File: src/rtl/right_shifter32_seq_pkg.sv
// Shared definitions for the sequential right shifter and its decode logic.
package right_shifter32_seq_pkg;

  localparam int unsigned DEF_WIDTH   = 32;
  localparam int unsigned DEF_SHAMT_W = 5;

  // Controller state encoding
  typedef enum logic [1:0] {
    ST_IDLE  = 2'b00,
    ST_SHIFT = 2'b01,
    ST_DONE  = 2'b10
  } state_t;

  // Fill-mode select: zero fill (logical) or sign fill (arithmetic)
  localparam logic MODE_SRL = 1'b0;
  localparam logic MODE_SRA = 1'b1;

  // R-type funct codes for the right-shift family
  localparam logic [5:0] FUNCT_SRL  = 6'h02;
  localparam logic [5:0] FUNCT_SRA  = 6'h03;
  localparam logic [5:0] FUNCT_SRLV = 6'h06;
  localparam logic [5:0] FUNCT_SRAV = 6'h07;

  // Control decode helper: fill mode from the funct field
  function automatic logic arith_from_funct(input logic [5:0] funct);
    return ((funct == FUNCT_SRA) || (funct == FUNCT_SRAV)) ? MODE_SRA : MODE_SRL;
  endfunction

endpackage

File: src/rtl/right_shifter32_seq_shift_step_right.sv
// Combinational one-position right shift with selectable fill bit.
module shift_step_right
  import right_shifter32_seq_pkg::*;
#(
  parameter int unsigned WIDTH = DEF_WIDTH
) (
  input  logic [WIDTH-1:0] i_sr,
  input  logic             i_mode,
  output logic [WIDTH-1:0] o_sr_c
);

  logic w_fill;

  // Sign fill replicates the current MSB; logical fill inserts zero
  always_comb begin
    w_fill = (i_mode == MODE_SRA) ? i_sr[WIDTH-1] : 1'b0;
    o_sr_c = {w_fill, i_sr[WIDTH-1:1]};
  end

endmodule

File: src/rtl/right_shifter32_seq.sv
// Sequential right shifter: one bit position per clock, start/done handshake.
module right_shifter32_seq
  import right_shifter32_seq_pkg::*;
#(
  parameter int unsigned WIDTH   = DEF_WIDTH,
  parameter int unsigned SHAMT_W = DEF_SHAMT_W
) (
  input  logic               clk,
  input  logic               rst_n,
  input  logic               start,
  input  logic [WIDTH-1:0]   in,
  input  logic [SHAMT_W-1:0] shamt,
  input  logic               arith,
  output logic               busy,
  output logic               done,
  output logic [WIDTH-1:0]   out
);

  state_t               r_state;
  logic [WIDTH-1:0]     r_sr;
  logic [SHAMT_W-1:0]   r_cnt;
  logic                 r_mode;
  logic [WIDTH-1:0]     r_out;
  logic                 r_busy;
  logic                 r_done;

  state_t               w_state_nxt;
  logic [WIDTH-1:0]     w_sr_nxt;
  logic [SHAMT_W-1:0]   w_cnt_nxt;
  logic                 w_mode_nxt;
  logic [WIDTH-1:0]     w_out_nxt;
  logic                 w_busy_nxt;
  logic                 w_done_nxt;
  logic [WIDTH-1:0]     w_step;

  shift_step_right #(
    .WIDTH (WIDTH)
  ) u_step (
    .i_sr   (r_sr),
    .i_mode (r_mode),
    .o_sr_c (w_step)
  );

  // State, datapath and registered handshake outputs
  always_ff @(posedge clk or negedge rst_n) begin
    if (!rst_n) begin
      r_state <= ST_IDLE;
      r_sr    <= '0;
      r_cnt   <= '0;
      r_mode  <= MODE_SRL;
      r_out   <= '0;
      r_busy  <= 1'b0;
      r_done  <= 1'b0;
    end else begin
      r_state <= w_state_nxt;
      r_sr    <= w_sr_nxt;
      r_cnt   <= w_cnt_nxt;
      r_mode  <= w_mode_nxt;
      r_out   <= w_out_nxt;
      r_busy  <= w_busy_nxt;
      r_done  <= w_done_nxt;
    end
  end

  // Next-state, counter and result-capture decode
  always_comb begin
    w_state_nxt = r_state;
    w_sr_nxt    = r_sr;
    w_cnt_nxt   = r_cnt;
    w_mode_nxt  = r_mode;
    w_out_nxt   = r_out;

    case (r_state)
      ST_IDLE: begin
        if (start) begin
          w_sr_nxt   = in;
          w_cnt_nxt  = shamt;
          w_mode_nxt = arith;
          if (shamt == SHAMT_W'(0)) begin
            w_out_nxt   = in;
            w_state_nxt = ST_DONE;
          end else begin
            w_state_nxt = ST_SHIFT;
          end
        end
      end
      ST_SHIFT: begin
        w_sr_nxt  = w_step;
        w_cnt_nxt = r_cnt - SHAMT_W'(1);
        if (r_cnt == SHAMT_W'(1)) begin
          w_out_nxt   = w_step;
          w_state_nxt = ST_DONE;
        end
      end
      ST_DONE: begin
        w_state_nxt = ST_IDLE;
      end
      default: begin
        w_state_nxt = ST_IDLE;
      end
    endcase

    w_busy_nxt = (w_state_nxt != ST_IDLE);
    w_done_nxt = (w_state_nxt == ST_DONE);
  end

  assign busy = r_busy;
  assign done = r_done;
  assign out  = r_out;

endmodule

File: config.mk
export PLATFORM = sky130hd
export DESIGN_NAME = right_shifter32_seq
export DESIGN_NICKNAME = d
export VERILOG_FILES = /design/src/rtl/right_shifter32_seq_pkg.sv /design/src/rtl/right_shifter32_seq_shift_step_right.sv /design/src/rtl/right_shifter32_seq.sv
export SDC_FILE = /design/constraint.sdc
export NUM_CORES = 1
export LEC_CHECK = 0
export ABC_AREA = 1
export ABC_CLOCK_PERIOD_IN_PS = 1300
export BUFFER_PORTS_ARGS = -buffer_cell sky130_fd_sc_hd__buf_2
export CAP_MARGIN = 20
export CORE_ASPECT_RATIO = 1.1
export CORE_MARGIN = 1
export CORE_UTILIZATION = 50
export CTS_BUF_LIST = sky130_fd_sc_hd__clkbuf_8
export DETAILED_ROUTE_END_ITERATION = 6
export PLACE_DENSITY = 0.78
export SETUP_SLACK_MARGIN = 0.02
export SLEW_MARGIN = 30
export SYNTH_ARGS = -nofsm -noshare
export SYNTH_HDL_FRONTEND = slang
export SYNTH_SLANG_ARGS = --single-unit
File: constraint.sdc
create_clock -name clk -period 1.3 [get_ports clk]
set_input_delay 0 -clock clk [delete_from_list [all_inputs] [get_ports clk]]
set_output_delay 0 -clock clk [all_outputs]
set_load 0.01 [all_outputs]
==> impl_metrics.csv <==
group,metric,value,unit
outcome,status,"finished, violations left",
outcome,violations,"hold timing, setup timing",
grt,antenna_found_initial,0,
synthesis,ys_ff_latch,73,
setup_path,crit_type,"reg -> reg",
sta,slew_violations,0,
finish,final_cell_mix,"nand2_1 (143), dfrtp_1 (73), buf_2 (73), o21ai_1 (62), inv_1 (38)",
setup_path,cp_common_cell,"nand2_1",
die,die_w,80.1,um
route,drt.antenna.violating_nets,0,
synthesis,synth_cell_type_count,22,
place,dp.cells,563,
route,viasPerCell,5.10,
place,io_buffers,74,
setup_path,required,1.60,ns
setup_path,slowest_delay,0.43,ns
pwr,power_leakage,2.33,nW
setup_path,critPathTopFamily,"simple AND/OR/NAND/NOR gates",
route,initialDrtViolationCount,217,
synthesis,synthCells,413,
setup_path,crit_cells,8,
clock_tree,htreeDepth,3,
grt,met1_usage,30.9,%
place,gp_congestion,0.757,
sta,fin_crit,1.42,ns
grt,grt_pass1_wl,12.9,mm
synthesis,synth_top_cell_area_share,54.5,%
grt,gr-usage-met3,4.27,%
sta,hold_violations,1,
finish,fin_cells,601,
die,num_rows,30,
die,die_h,87.9,um
route,post_drt_wl_per_cell,13.6,um
setup_path,path_buf_inv,2,
setup_path,worstPathCellList,"ha_4, inv_2, nor2_4, nand4_4, nand2_8, clkbuf_16, nand2_1, nand2_1",
clock_tree,cts.root.buffer_cell,"clkbuf_8",
route,vias,3063,
setup_path,crit_path_start_kind,"flop",
finish,drive_gt1_share,26.9,%
finish,area_growth,33.2,%
clock_tree,cts_sinks,73,
grt,use_met2,40.4,%
sta,min_period_over_period,109,%
finish,nets,559,
setup_path,cp_max_fo,8,
grt,grtUsageTotal,24.3,%
route,remaining_drc_errors,0,
clock_tree,cts_buffers,9,
clock_tree,clock_latency,0.35,ns
setup_path,worstPathArrival,1.71,ns
clock_tree,clk_pin_slew,0.08,ns
die,core-area,0.00631,sq mm
die,ios,75,
hold_path,hold_class,"in -> reg",
synthesis,yosysTopAreaCell,"dfrtp_1",
synthesis,ys_seq_area_share,54.5,%
pwr,power.density,2390,mW/mm^2
synthesis,synth_fp_nets,456,
sta,slew_headroom,72.7,%
clock_tree,tritoncts,"built",
sta,timing.setup.tns,-2.78,ns
grt,grt-ovfl-total,0,
sta,skew,0.0132,ns
clock_tree,cts_buffer_depth,2,
synthesis,netlist_area,0.00335,sq mm
synthesis,synth_area_leaders,"dfrtp_1 (55%), nand2_1 (17%), o21ai_1 (9.1%)",
die,initial_utilization,53.1,%
sta,worst_slew_pin_slew,0.409,ns
finish,layout_commonest_cell,"nand2_1",
sta,rsz0062_at_grt,"yes",
synthesis,yosysWarnings,0,
run,cap_violations,0,
setup_path,crit_path_top_delay_cell,"dfrtp_1",
place,dp_hpwl,5.11,mm
pwr,ir_drop,1.17,mV
sta,setup_viol,33,
sta,setup_ws,-0.116,ns
grt,grt_max_degree,45,
die,dieArea,0.00703,sq mm
setup_path,cp-end-kind,"flop",
synthesis,syn_avg_cell_area,8.11,sq um
finish,antenna_cells,0,
setup_path,rr_worst_depth,8,
hold_path,whs_path_depth,5,
grt,grt_pass1_vias,2800,
sta,fmaxAchievable,706,MHz
route,drtPass1Iterations,4,
finish,nFillCells,511,
grt,grt.busiest_layer,"met2",
sta,hold_ws,-0.00275,ns
route,totalWireLength,8.18,mm
==> flip-flops by register name (all words and copies together), names as in the netlist <==
register	cells
r_cnt	5
r_state	2
done	1
r_mode	1
busy	1
out	32
r_sr	31
==> worst reg2reg max path, cell delays in order, from the launching register on <==
cell and delay, ns:
dfrtp_1 0.43, ha_4 0.15, inv_2 0.03, nor2_4 0.11
nand4_4 0.18, nand2_8 0.17, clkbuf_16 0.17, nand2_1 0.06
nand2_1 0.06
==> cells by family after synthesis <==
group | after synthesis | share of synthesized area, %
simple gates | 201 | 25.2
flops | 73 | 54.5
fa+ha+maj | 2 | 0.747
compound gates | 70 | 10.5
buf+inv | 67 | 9.00
==> stage by stage <==
step	power, mW	area (sq um)	util [%]	setup slack, ns
6_report	10.7	4460	70.8	-0.116
5_1_grt	11.5	4460	70.8	-0.218
4_1_cts	10.5	4330	68.7	-0.0743
3_5_place_dp	8.57	3940	62.5	-0.0652
3_3_place_gp	8.37	3940	62.5	0.000347
2_1_floorplan	7.06	3410	-	0.0188
==> area by class of cell <==
type / count / area [sq um] / area share [%]
inverter: 44 / 165 / 3.70
tap: 80 / 100 / 2.24
sequential: 73 / 1830 / 40.9
multi-input combinational: 273 / 1300 / 29.2
timing repair buffer: 115 / 872 / 19.5
clock inverter: 7 / 70.1 / 1.57
clock buffer: 9 / 124 / 2.78
==> final timing paths <==
kind / to / slack [ns] / startpoint
min in group asynchronous: out[20]$_DFFE_PN0P_ / 0.12 / rst_n
setup / recovery: out[13]$_DFFE_PN0P_ / -0.12 / r_cnt[0]$_DFFE_PN0P_
max in group asynchronous: r_sr[14]$_DFFE_PN0P_ / 0.61 / rst_n
hold / removal: out[15]$_DFFE_PN0P_ / -0.003 / in[15]
setup reg to reg: out[13]$_DFFE_PN0P_ / -0.12 / r_cnt[0]$_DFFE_PN0P_
hold reg to reg: out[4]$_DFFE_PN0P_ / 0.50 / out[4]$_DFFE_PN0P_
==> synth_stat cells <==
| cell type | count |
|---|---|
| dfrtp_1 | 73 |
| nor2_1 | 3 |
| inv_1 | 40 |
| nand2_1 | 153 |
| nand4_4 | 1 |
| buf_2 | 11 |
| nand3_1 | 37 |
| o21ai_1 | 61 |
| buf_6 | 3 |
| nand2_4 | 1 |
| nand3_2 | 1 |
| nand2_2 | 3 |
| ha_1 | 2 |
| clkbuf_2 | 2 |
| buf_1 | 3 |
| nor2_2 | 1 |
| inv_2 | 4 |
| clkbuf_1 | 1 |
| buf_4 | 3 |
| o21ai_0 | 8 |
| nand4_1 | 1 |
| o211ai_1 | 1 |
==> routing by layer <==
layer	vias up	share of wire (%)	routed length (um)
li1	1516	-	-
met1	1463	44	3580
met2	73	50	4130
met3	11	3.9	322
met4	0	1.8	149
met5	-	0	0
==> what timing repair did <==
action / 4_1_cts / 5_1_grt
hold buffers: 17 / 0
setup buffers: 1 / 3
gates cloned: 0 / 2
hold endpoints to repair: 92 / 0
pin swaps: 0 / 9
setup endpoints to repair: 35 / 62
gates resized for setup: 6 / 17
==> power breakdown <==
group,internal [mW],total [mW],switching [mW]
sequential,3.36,3.91,0.550
clock,0.886,1.78,0.898
combinational,2.01,4.98,2.98
(Power assumes the default switching activity.)
